<file path="config.mk">
export PLATFORM = sky130hd
export DESIGN_NAME = usb_fs_rx_txn_ctrl_flat
export DESIGN_NICKNAME = d
export VERILOG_FILES = /design/src/rtl/usb_fs_rx_txn_ctrl_if.sv /design/src/rtl/usb_fs_rx_txn_ctrl.sv /design/src/flat_wrapper.sv
export SDC_FILE = /design/constraint.sdc
export NUM_CORES = 1
export LEC_CHECK = 0
export ABC_AREA = 1
export BUFFER_PORTS_ARGS = -buffer_cell sky130_fd_sc_hd__buf_4
export CORE_MARGIN = 5
export CORE_UTILIZATION = 35
export DETAILED_ROUTE_END_ITERATION = 10
export GPL_TIMING_DRIVEN = 0
export PLACE_DENSITY = 0.71
export SKIP_LAST_GASP = 1
export SLEW_MARGIN = 20
export SYNTH_ARGS = -nofsm -noshare
export SYNTH_HDL_FRONTEND = slang
export SYNTH_SLANG_ARGS = --single-unit
export TNS_END_PERCENT = 10
</file>
<file path="constraint.sdc">
create_clock -name clk_48mhz -period 1.8 [get_ports clk_48mhz]
set_input_delay 0.18 -clock clk_48mhz [delete_from_list [all_inputs] [get_ports clk_48mhz]]
set_output_delay 0.18 -clock clk_48mhz [all_outputs]
set_load 0.05 [all_outputs]
</file>
<file path="src/rtl/usb_fs_rx_txn_ctrl_if.sv">
// usb_fs_rx_txn_ctrl_if: receiver, endpoint-buffer and handshake signals of usb_fs_rx_txn_ctrl
interface usb_fs_rx_txn_ctrl_if #(parameter int NUM_EP = 4);
   logic [6:0] dev_addr;
   logic pkt_start;
   logic pkt_end;
   logic [3:0] pid;
   logic [6:0] addr;
   logic [3:0] endp;
   logic valid_packet;
   logic rx_data_put;
   logic [7:0] rx_data;
   logic [NUM_EP-1:0] ep_ready;
   logic [NUM_EP-1:0] ep_stall_set;
   logic [NUM_EP-1:0] ep_toggle_clr;
   logic hs_ack;
   logic [3:0] ep_sel;
   logic ep_put;
   logic [7:0] ep_data;
   logic ep_commit;
   logic ep_rollback;
   logic setup_rx;
   logic hs_req;
   logic [3:0] hs_pid;
   logic [NUM_EP-1:0] stall_q;
   logic [15:0] err_count;
   logic [15:0] timeout_count;
   modport slave (
      input dev_addr, pkt_start, pkt_end, pid, addr, endp, valid_packet, rx_data_put, rx_data,
            ep_ready, ep_stall_set, ep_toggle_clr, hs_ack,
      output ep_sel, ep_put, ep_data, ep_commit, ep_rollback, setup_rx, hs_req, hs_pid,
             stall_q, err_count, timeout_count
   );
   modport master (
      output dev_addr, pkt_start, pkt_end, pid, addr, endp, valid_packet, rx_data_put, rx_data,
             ep_ready, ep_stall_set, ep_toggle_clr, hs_ack,
      input ep_sel, ep_put, ep_data, ep_commit, ep_rollback, setup_rx, hs_req, hs_pid,
            stall_q, err_count, timeout_count
   );
endinterface

</file>
<file path="src/rtl/usb_fs_rx_txn_ctrl.sv">
// usb_fs_rx_txn_ctrl: full-speed OUT/SETUP sequencer (token -> data -> handshake) with per-endpoint toggle/stall
// Define USB_RX_TXN_STATS_EN to implement err_count/timeout_count; otherwise both read 0.
module usb_fs_rx_txn_ctrl #(
   parameter int NUM_EP = 4,
   parameter int MAX_PKT_BYTES = 64,
   parameter int TIMEOUT_CLKS = 72
) (
   input logic clk_48mhz,
   input logic reset,
   usb_fs_rx_txn_ctrl_if.slave bus
);
   localparam logic [3:0] PID_OUT = 4'b0001, PID_SETUP = 4'b1101, PID_DATA0 = 4'b0011, PID_DATA1 = 4'b1011;
   localparam logic [3:0] PID_ACK = 4'b0010, PID_NAK = 4'b1010, PID_STALL = 4'b1110;
   localparam int TW = $clog2(TIMEOUT_CLKS + 1);
   localparam int BW = $clog2(MAX_PKT_BYTES + 2);
   typedef enum logic [1:0] {IDLE, WAIT_DATA, RX_DATA, HANDSHAKE} state_t;
   state_t state, state_n;
   logic [3:0] ep_sel_q, ep_sel_n, hs_pid_q, hs_pid_n;
   logic is_setup, is_setup_n;
   logic [TW-1:0] to_cnt, to_cnt_n;
   logic [BW-1:0] byte_cnt, byte_cnt_n;
   logic commit_q, commit_n, rollback_q, rollback_n, setup_rx_q, setup_rx_n;
   logic [NUM_EP-1:0] tog, stall, flip, load, ep_mask;
   logic tok_ok, bad, stall_cur, ready_cur, tog_match, accept, err_inc, to_inc;
   assign ep_mask = NUM_EP'(1) << ep_sel_q;
   assign stall_cur = |(stall & ep_mask);
   assign ready_cur = |(bus.ep_ready & ep_mask);
   assign tog_match = bus.pid[3] == |(tog & ep_mask);
   assign tok_ok = bus.pkt_end && bus.valid_packet && (bus.pid == PID_OUT || bus.pid == PID_SETUP) &&
                   bus.addr == bus.dev_addr && {28'd0, bus.endp} < NUM_EP;
   assign bad = !bus.valid_packet || !(bus.pid == PID_DATA0 || bus.pid == PID_DATA1) ||
                byte_cnt > BW'(MAX_PKT_BYTES) || (is_setup && bus.pid != PID_DATA0);
   // SETUP always commits; a data packet commits only when it carries new (expected-toggle) data
   assign accept = is_setup || (!stall_cur && ready_cur && tog_match);
   always_comb begin
      state_n = state;
      ep_sel_n = ep_sel_q;
      is_setup_n = is_setup;
      to_cnt_n = to_cnt;
      byte_cnt_n = byte_cnt;
      hs_pid_n = hs_pid_q;
      commit_n = 1'b0;
      rollback_n = 1'b0;
      setup_rx_n = 1'b0;
      flip = '0;
      load = '0;
      err_inc = 1'b0;
      to_inc = 1'b0;
      case (state)
         IDLE: if (tok_ok) begin
            state_n = WAIT_DATA;
            ep_sel_n = bus.endp;
            is_setup_n = bus.pid == PID_SETUP;
            to_cnt_n = '0;
            byte_cnt_n = '0;
         end
         WAIT_DATA: begin
            to_cnt_n = to_cnt + 1'b1;
            if (bus.pkt_start) state_n = RX_DATA;
            else if (to_cnt == TW'(TIMEOUT_CLKS - 1)) begin
               state_n = IDLE;
               to_inc = 1'b1;
            end
         end
         RX_DATA: begin
            if (bus.rx_data_put && byte_cnt <= BW'(MAX_PKT_BYTES)) byte_cnt_n = byte_cnt + 1'b1;
            if (bus.pkt_end && bad) begin
               state_n = IDLE;
               rollback_n = 1'b1;
               err_inc = 1'b1;
            end else if (bus.pkt_end) begin
               state_n = HANDSHAKE;
               hs_pid_n = is_setup ? PID_ACK : stall_cur ? PID_STALL : !ready_cur ? PID_NAK : PID_ACK;
               commit_n = accept;
               rollback_n = !accept;
               setup_rx_n = is_setup;
               load = is_setup ? ep_mask : '0;
               flip = (!is_setup && accept) ? ep_mask : '0;
            end
         end
         HANDSHAKE: if (bus.hs_ack) state_n = IDLE;
         default: state_n = IDLE;
      endcase
   end
   always_ff @(posedge clk_48mhz) begin
      if (reset) begin
         state <= IDLE;
         ep_sel_q <= '0;
         is_setup <= 1'b0;
         to_cnt <= '0;
         byte_cnt <= '0;
         hs_pid_q <= '0;
         commit_q <= 1'b0;
         rollback_q <= 1'b0;
         setup_rx_q <= 1'b0;
         tog <= '0;
         stall <= '0;
      end else begin
         state <= state_n;
         ep_sel_q <= ep_sel_n;
         is_setup <= is_setup_n;
         to_cnt <= to_cnt_n;
         byte_cnt <= byte_cnt_n;
         hs_pid_q <= hs_pid_n;
         commit_q <= commit_n;
         rollback_q <= rollback_n;
         setup_rx_q <= setup_rx_n;
         tog <= ((tog ^ flip) | load) & ~bus.ep_toggle_clr;
         stall <= (stall & ~load) | bus.ep_stall_set;
      end
   end
   assign bus.ep_sel = ep_sel_q;
   assign bus.ep_put = state == RX_DATA && bus.rx_data_put;
   assign bus.ep_data = state == RX_DATA ? bus.rx_data : '0;
   assign bus.ep_commit = commit_q;
   assign bus.ep_rollback = rollback_q;
   assign bus.setup_rx = setup_rx_q;
   assign bus.hs_req = state == HANDSHAKE;
   assign bus.hs_pid = hs_pid_q;
   assign bus.stall_q = stall;
`ifdef USB_RX_TXN_STATS_EN
   logic [15:0] err_q, to_q;
   always_ff @(posedge clk_48mhz) begin
      if (reset) begin
         err_q <= '0;
         to_q <= '0;
      end else begin
         if (err_inc && ~&err_q) err_q <= err_q + 1'b1;
         if (to_inc && ~&to_q) to_q <= to_q + 1'b1;
      end
   end
   assign bus.err_count = err_q;
   assign bus.timeout_count = to_q;
`else
   logic unused_stats;
   assign unused_stats = err_inc ^ to_inc;
   assign bus.err_count = '0;
   assign bus.timeout_count = '0;
`endif
endmodule

</file>
<file path="src/flat_wrapper.sv">
// flat-port wrapper written by rule: the top's interface ports become plain ports
module usb_fs_rx_txn_ctrl_flat 
#(
   parameter int NUM_EP = 4,
   parameter int MAX_PKT_BYTES = 64,
   parameter int TIMEOUT_CLKS = 72
)
  (clk_48mhz, reset, bus_dev_addr, bus_pkt_start, bus_pkt_end, bus_pid, bus_addr, bus_endp, bus_valid_packet, bus_rx_data_put, bus_rx_data, bus_ep_ready, bus_ep_stall_set, bus_ep_toggle_clr, bus_hs_ack, bus_ep_sel, bus_ep_put, bus_ep_data, bus_ep_commit, bus_ep_rollback, bus_setup_rx, bus_hs_req, bus_hs_pid, bus_stall_q, bus_err_count, bus_timeout_count);
  usb_fs_rx_txn_ctrl_if #(.NUM_EP(NUM_EP)) bus_i ();
  input logic clk_48mhz;
  input logic reset;
  input wire logic [$bits(bus_i.dev_addr)-1:0] bus_dev_addr;
  input wire logic [$bits(bus_i.pkt_start)-1:0] bus_pkt_start;
  input wire logic [$bits(bus_i.pkt_end)-1:0] bus_pkt_end;
  input wire logic [$bits(bus_i.pid)-1:0] bus_pid;
  input wire logic [$bits(bus_i.addr)-1:0] bus_addr;
  input wire logic [$bits(bus_i.endp)-1:0] bus_endp;
  input wire logic [$bits(bus_i.valid_packet)-1:0] bus_valid_packet;
  input wire logic [$bits(bus_i.rx_data_put)-1:0] bus_rx_data_put;
  input wire logic [$bits(bus_i.rx_data)-1:0] bus_rx_data;
  input wire logic [$bits(bus_i.ep_ready)-1:0] bus_ep_ready;
  input wire logic [$bits(bus_i.ep_stall_set)-1:0] bus_ep_stall_set;
  input wire logic [$bits(bus_i.ep_toggle_clr)-1:0] bus_ep_toggle_clr;
  input wire logic [$bits(bus_i.hs_ack)-1:0] bus_hs_ack;
  output wire logic [$bits(bus_i.ep_sel)-1:0] bus_ep_sel;
  output wire logic [$bits(bus_i.ep_put)-1:0] bus_ep_put;
  output wire logic [$bits(bus_i.ep_data)-1:0] bus_ep_data;
  output wire logic [$bits(bus_i.ep_commit)-1:0] bus_ep_commit;
  output wire logic [$bits(bus_i.ep_rollback)-1:0] bus_ep_rollback;
  output wire logic [$bits(bus_i.setup_rx)-1:0] bus_setup_rx;
  output wire logic [$bits(bus_i.hs_req)-1:0] bus_hs_req;
  output wire logic [$bits(bus_i.hs_pid)-1:0] bus_hs_pid;
  output wire logic [$bits(bus_i.stall_q)-1:0] bus_stall_q;
  output wire logic [$bits(bus_i.err_count)-1:0] bus_err_count;
  output wire logic [$bits(bus_i.timeout_count)-1:0] bus_timeout_count;
  assign bus_i.dev_addr = bus_dev_addr;
  assign bus_i.pkt_start = bus_pkt_start;
  assign bus_i.pkt_end = bus_pkt_end;
  assign bus_i.pid = bus_pid;
  assign bus_i.addr = bus_addr;
  assign bus_i.endp = bus_endp;
  assign bus_i.valid_packet = bus_valid_packet;
  assign bus_i.rx_data_put = bus_rx_data_put;
  assign bus_i.rx_data = bus_rx_data;
  assign bus_i.ep_ready = bus_ep_ready;
  assign bus_i.ep_stall_set = bus_ep_stall_set;
  assign bus_i.ep_toggle_clr = bus_ep_toggle_clr;
  assign bus_i.hs_ack = bus_hs_ack;
  assign bus_ep_sel = bus_i.ep_sel;
  assign bus_ep_put = bus_i.ep_put;
  assign bus_ep_data = bus_i.ep_data;
  assign bus_ep_commit = bus_i.ep_commit;
  assign bus_ep_rollback = bus_i.ep_rollback;
  assign bus_setup_rx = bus_i.setup_rx;
  assign bus_hs_req = bus_i.hs_req;
  assign bus_hs_pid = bus_i.hs_pid;
  assign bus_stall_q = bus_i.stall_q;
  assign bus_err_count = bus_i.err_count;
  assign bus_timeout_count = bus_i.timeout_count;
  usb_fs_rx_txn_ctrl #(.NUM_EP(NUM_EP), .MAX_PKT_BYTES(MAX_PKT_BYTES), .TIMEOUT_CLKS(TIMEOUT_CLKS)) u_core (.clk_48mhz(clk_48mhz), .reset(reset), .bus(bus_i));
endmodule
</file>
==> results of run 1 <==
## worst min-delay path: stages
cell and delay [ps]:
buf_4 80, a21oi_1 30, nor2_1 60
## per-stage QoR
step	setup slack, ps	setup TNS (ps)	utilization (%)	instance area (µm²)
after floorplan	48.49	0	-	2494
after global placement	191.1	0	46.91	3134
after detailed placement	208.0	0	46.91	3134
after CTS	42.87	0	48.18	3219
after global routing	-40.79	-102.6	48.13	3216
final	181.9	0	48.13	3216
## sequential cells by signal, summed over array words and instances, names as in the netlist
name	count
u_core.is_setup	1
u_core.byte_cnt	7
u_core.to_cnt	7
u_core.bus.ep_commit	1
u_core.bus.ep_sel	4
u_core.bus.hs_pid	3
u_core.bus.setup_rx	1
u_core.tog	4
u_core.bus.ep_rollback	1
u_core.bus.stall_q	4
u_core.state	2
## final cells by class
| type | count | area share [%] |
|---|---|---|
| multi-input cells | 272 | 41.17 |
| flip-flops and latches | 35 | 21.79 |
| repair buffers | 72 | 16.81 |
| plain buffers | 37 | 8.288 |
| inverters | 53 | 6.187 |
| well taps | 80 | 3.113 |
| clock buffers | 6 | 2.257 |
| clock inverters | 2 | 0.3891 |
## cell families (layout without fill, tap and decap cells)
| family | Yosys count | count (layout) |
|---|---|---|
| AO/OA/AOI/OAI | 38 | 38 |
| XOR/XNOR | 9 | 9 |
| adder cells (fa/ha/maj) | 3 | 3 |
| buffers and inverters | 91 | 170 |
| flip-flops | 35 | 35 |
| other | 1 | 33 |
| AND/OR/NAND/NOR | 189 | 189 |
## layout by cell type, fill, tap and decap left out, drive strengths merged
master,synthesis,layout
or2,1,1
dfxtp,35,35
nor3,3,3
inv,53,53
a31oi,1,1
nor2,57,57
o21ai,11,11
conb,1,33
o21bai,1,1
ha,3,3
a21oi,25,25
clkinv,0,1
nand2b,2,2
nand2,67,67
nor3b,1,1
nand3,51,51
xnor2,3,3
nand4,7,7
clkbuf,4,9
buf,34,106
clkinvlp,0,1
xor2,6,6
## layer usage
| metal | up-vias | global-route usage, % | routed length, µm | share of wire [%] |
|---|---|---|---|---|
| met5 | - | 0 | 0 | 0 |
| li1 | 1309 | - | - | - |
| met4 | 0 | 4.827 | 91 | 1.5 |
| met3 | 12 | 4.224 | 404 | 6.5 |
| met1 | 1110 | 16.50 | 2520 | 40 |
| met2 | 63 | 26.10 | 3225 | 52 |
## power by group
part	internal [µW]	switching (µW)	leakage, µW
combinational	271	574	0.00131
clock	271	295	0.0000412
sequential	808	38.0	0.000284
total	1350	907	0.00163
## how the worst max path moves through the flow
stage,slack [ps],startpoint,depth (start not counted),end
after global placement,190,u_core.bus.ep_sel[0],9,u_core.bus.ep_rollback
after global routing,-40,u_core.bus.ep_sel[0],11,u_core.tog[2]
final,180,u_core.state[1],9,u_core.bus.stall_q[2]
after detailed placement,210,u_core.bus.ep_sel[0],9,u_core.bus.ep_rollback
after CTS,40,u_core.state[1],6,bus_ep_data[4]
after floorplan,50,u_core.bus.ep_sel[1],11,u_core.tog[3]
==> impl_metrics.py, run 1 <==
metrics = {
    "route": {
        "postRouteWirelength_mm": 6.242,
        "drt_pre_antenna_iters": 4,
        "drc": 0,
        "antenna_left": 0,
        "drt_iter0_markers": 96,
        "wl_per_cell_um": 11.21,
        "via_per_inst": 4.478,
        "via_count": 2494,
    },
    "min_path": {
        "hold_depth": 3,
        "holdPathEnd": "u_core.bus.stall_q[2]",
        "hp-start": "bus_ep_stall_set[2]",
        "hold_path.class": "primary input to flop",
    },
    "synthesis": {
        "synth_most_common_cell": "nand2_1",
        "synthArstFlopShare_pct": 0,
        "yosysWarningCount": 0,
        "synth-xor-area-share_pct": 3.321,
        "synth_top_area_share_pct": 29.52,
        "synth_cells": 366,
        "synth_area_um2": 2374,
        "synth_edf_count": 0,
        "yosys_register_bits": 35,
        "yosysTopAreaCell": "dfxtp_1",
        "yosys-top-cells-area": "dfxtp_1 (30%), buf_4 (11%), nand3_1 (10%), nand2_1 (10%), inv_1 (8.1%)",
        "synth-compound-area-share_pct": 8.171,
        "synth.area.mux_share_pct": 0,
        "ys.flop_type": "dfxtp_1",
        "synth-simple-area-share_pct": 37.48,
        "syn_area_per_cell_um2": 6.485,
        "synth_top_family_by_area": "simple AND/OR/NAND/NOR gates",
        "synth.distinct_cells": 28,
        "ys_seq_area_share_pct": 29.52,
        "synth_adder_area_share_pct": 1.581,
        "ys_top_cells_by_count": "nand2_1 (64), inv_1 (51), nand3_1 (49)",
    },
    "clock_network": {
        "post-cts-setup-buffers": 0,
        "insertion_delay_ps": 290,
        "clk_pin_slew_worst_paths_ps": 80,
        "ctsRootBufferMaster": "clkbuf_8",
        "cts_tree": "built",
        "cts_buffer_depth": 2,
        "holdBufCountCts": 0,
        "cts.sinks": 35,
        "numCtsBuffers": 5,
        "htreeDepth": 2,
        "cts.repair.resized": 0,
    },
    "timing": {
        "setup_viol": 0,
        "fin_crit_sh_pct": 89.89,
        "period_needed_ps": 1618,
        "grt_setup_unrepaired": "true",
        "relSlewSlack_pct": 61.76,
        "clock_skew_ps": 10.65,
        "hold_viol_final": 0,
        "tightestPinTransition_ps": 573.6,
        "hold_ws_ps": 97.78,
        "report.final.slew_viol_count": 0,
        "max_freq_mhz": 618.0,
    },
    "placement": {
        "gp_congestion": 0.8398,
        "hpwlAfterDp_mm": 4.952,
        "port_buffers": 72,
        "placed_cells": 550,
    },
    "die": {
        "row_count": 30,
        "start_util_pct": 35.52,
        "core_area_um2": 6681,
        "io_pins": 106,
        "chipHeight_um": 92.35,
        "die_area_um2": 8529,
        "die_w_um": 92.35,
    },
    "critical_path": {
        "cpPeakStageDelay_ps": 420,
        "required_ps": 1960,
        "cp_num_buf_inv": 2,
        "crit_family": "simple AND/OR/NAND/NOR gates",
        "cp-end-kind": "flop",
        "r2r-start": "u_core.state[1]",
        "cp_cell_sequence": "inv_2 -> nor2_4 -> inv_2 -> nor2_4 -> nand3_4 -> nor2_2 -> nand2_1 -> a21oi_1 -> nor2_1",
        "r2r_cells": 9,
        "slowest_stage": "dfxtp_1",
        "start_kind": "flop",
        "critPathArrivalTime_ps": 1770,
        "cp_max_fo": 13,
        "regToRegSetupSlack_ps": 180,
        "rr_endpoint": "u_core.bus.stall_q[2]",
        "critical_path_class": "flop to flop",
    },
    "finish": {
        "drive_gt1_share_pct": 28.30,
        "n_fill_cell": 693,
        "regArea_um2": 700.7,
        "final_cells": 557,
        "diodes": 0,
        "nNetsFinal": 528,
        "area_growth_pct": 35.48,
        "multi_input_area_um2": 1324,
    },
    "pwr": {
        "p_leak_uw": 0.001635,
        "vdd_ir_drop_max_uv": 252.2,
        "power_density_nw_per_um2": 701.9,
        "total_power_uw": 2257,
    },
    "global_routing": {
        "grt_pass1_wl_mm": 10.31,
        "antenna_found_initial": 0,
        "grt.overflow.total": 0,
        "groute.usage.overall_pct": 14.58,
        "grt_max_degree": 12,
        "grt_pass1_vias": 2351,
    },
    "run_status": {
        "status": "completed",
    },
    "flow_run": {
        "cap_violations": 0,
    },
}
Power figures use the tool's default switching activity.
==> run 2, diff against run 1 <==
- CORE_MARGIN: 5 -> 3
==> impl_metrics.py, run 2 (synthesis results as in run 1) <==
metrics = {
    "clock_network": {
        "clk_pin_slew_worst_paths_ps": 80,
        "insertion_delay_ps": 290,
        "post-cts-setup-buffers": 0,
        "cts_buffer_depth": 2,
        "numCtsBuffers": 5,
        "cts_tree": "built",
        "htreeDepth": 2,
        "holdBufCountCts": 0,
        "cts.sinks": 35,
        "cts.repair.resized": 0,
        "ctsRootBufferMaster": "clkbuf_8",
    },
    "finish": {
        "n_fill_cell": 678,
        "final_cell_mix": "buf_4 (106), nand2_1 (64), inv_1 (51), nand3_1 (49), nor2_1 (43)",
        "drive_gt1_share_pct": 28.45,
        "largestRegisters": "u_core.byte_cnt: 7 flops, u_core.to_cnt: 7 flops",
        "final_cell_area_um2": 3269,
        "nNetsFinal": 529,
        "diodes": 0,
        "final_common_cell": "buf_4",
        "area_growth_pct": 37.74,
    },
    "global_routing": {
        "antenna_found_initial": 0,
        "grt_pass1_vias": 2260,
        "grt.overflow.total": 0,
        "grt_pass1_wl_mm": 9.846,
        "groute.usage.overall_pct": 15.70,
        "grt_max_degree": 12,
    },
    "critical_path": {
        "critPathArrivalTime_ps": 1480,
        "regToRegSetupSlack_ps": 160,
        "cp-end-kind": "primary output",
        "cp_max_fo": 10,
        "required_ps": 1620,
        "critical_path_class": "flop to primary output",
        "start_kind": "flop",
    },
    "run_status": {
        "status": "completed",
    },
    "timing": {
        "grt_setup_unrepaired": "true",
        "period_needed_ps": 1661,
        "clock_skew_ps": 12.55,
        "hold_viol_final": 0,
        "setup_tns_ps": 0,
        "relSlewSlack_pct": 60.18,
        "max_freq_mhz": 602.2,
        "report.final.slew_viol_count": 0,
        "setup_viol": 0,
        "finalWorstSetupSlack_ps": 139.4,
        "fin_crit_sh_pct": 92.26,
        "tightestPinTransition_ps": 597.3,
    },
    "route": {
        "drt_pre_antenna_iters": 4,
        "via_per_inst": 4.461,
        "maxUsedRoutingLayer": "met4",
        "via_count": 2476,
        "drc": 0,
        "antenna_left": 0,
        "wl_met3_um": 390,
        "drt_iter0_markers": 120,
        "wl_per_cell_um": 10.94,
        "postRouteWirelength_mm": 6.071,
        "wl_met1_mm": 2.473,
        "met2_length_mm": 3.150,
    },
    "placement": {
        "placed_area_um2": 3131,
        "gp_congestion": 0.8175,
        "post-place-ws_ps": 192.7,
        "port_buffers": 72,
        "hpwlAfterDp_mm": 4.849,
    },
    "die": {
        "core_area_um2": 6459,
        "die_area_um2": 7806,
        "chipHeight_um": 88.35,
        "start_util_pct": 36.75,
        "row_count": 29,
        "io_pins": 106,
        "die_w_um": 88.35,
    },
    "pwr": {
        "combPwrFrac_pct": 33.4,
        "power_switching_uw": 906.0,
        "power_density_nw_per_um2": 778.1,
        "pwr-share-clk_pct": 33.4,
        "power.internal_uw": 1638,
        "p_seq_share_pct": 33.2,
        "netSwitchingFraction_pct": 35.62,
        "p_leak_uw": 0.001663,
        "total_power_uw": 2544,
        "vdd_ir_drop_max_uv": 481.2,
    },
    "min_path": {
        "hold_path.class": "primary input to flop",
    },
    "flow_run": {
        "cap_violations": 0,
    },
}
## run 2: path summary, 6_finish.rpt
| path | cells after the start | start | endpoint |
|---|---|---|---|
| worst min-delay path | 3 | bus_ep_stall_set[1] | u_core.bus.stall_q[1] |
| worst max register to register | 11 | u_core.bus.ep_sel[0] | u_core.tog[0] |
| worst min register to register | 2 | u_core.to_cnt[3] | u_core.to_cnt[3] |
| worst max-delay path | 6 | u_core.state[1] | bus_ep_data[3] |
## run 2: per-layer routing
layer  vias to the layer above  global-route usage [%]
li1                       1314                       -
met1                      1088                   18.28
met2                        68                   28.76
met3                         6                   3.631
met4                         0                   4.121
met5                         -                       0
## run 2: area by class of cell
cell class	count	area [µm²]	area share [%]
repair buffers	72	540.5	16.53
plain buffers	38	271.5	8.305
inverters	53	198.9	6.085
clock inverters	2	60.06	1.837
clock buffers	6	72.57	2.220
multi-input cells	272	1329	40.64
well taps	77	96.34	2.947
flip-flops and latches	35	700.7	21.43
## run 2: metrics by stage
stage / hold WS [ps] / cells / util (%)
floorplan: 297.4 / 398 / -
global placement: 383.5 / 547 / 48.47
detailed placement: 390.8 / 547 / 48.47
CTS: 88.21 / 555 / 50.52
global route: 102.6 / 555 / 50.62
finish: 91.40 / 555 / 50.62
## run 2: worst max-delay path, stage by stage, from the launching register on
cell	delay, ps
dfxtp_1	410
inv_2	80
nor2_4	120
inv_2	80
clkbuf_2	180
nor2_1	120
buf_4	210
## run 2: power groups by stage
stage          combinational [µW]  sequential, µW  clock, µW
2_1_floorplan                 605             884          0
3_3_place_gp                  837             860          0
3_5_place_dp                  850             862          0
4_1_cts                       852             844        864
5_1_grt                       922             852        896
6_report                      849             845        850
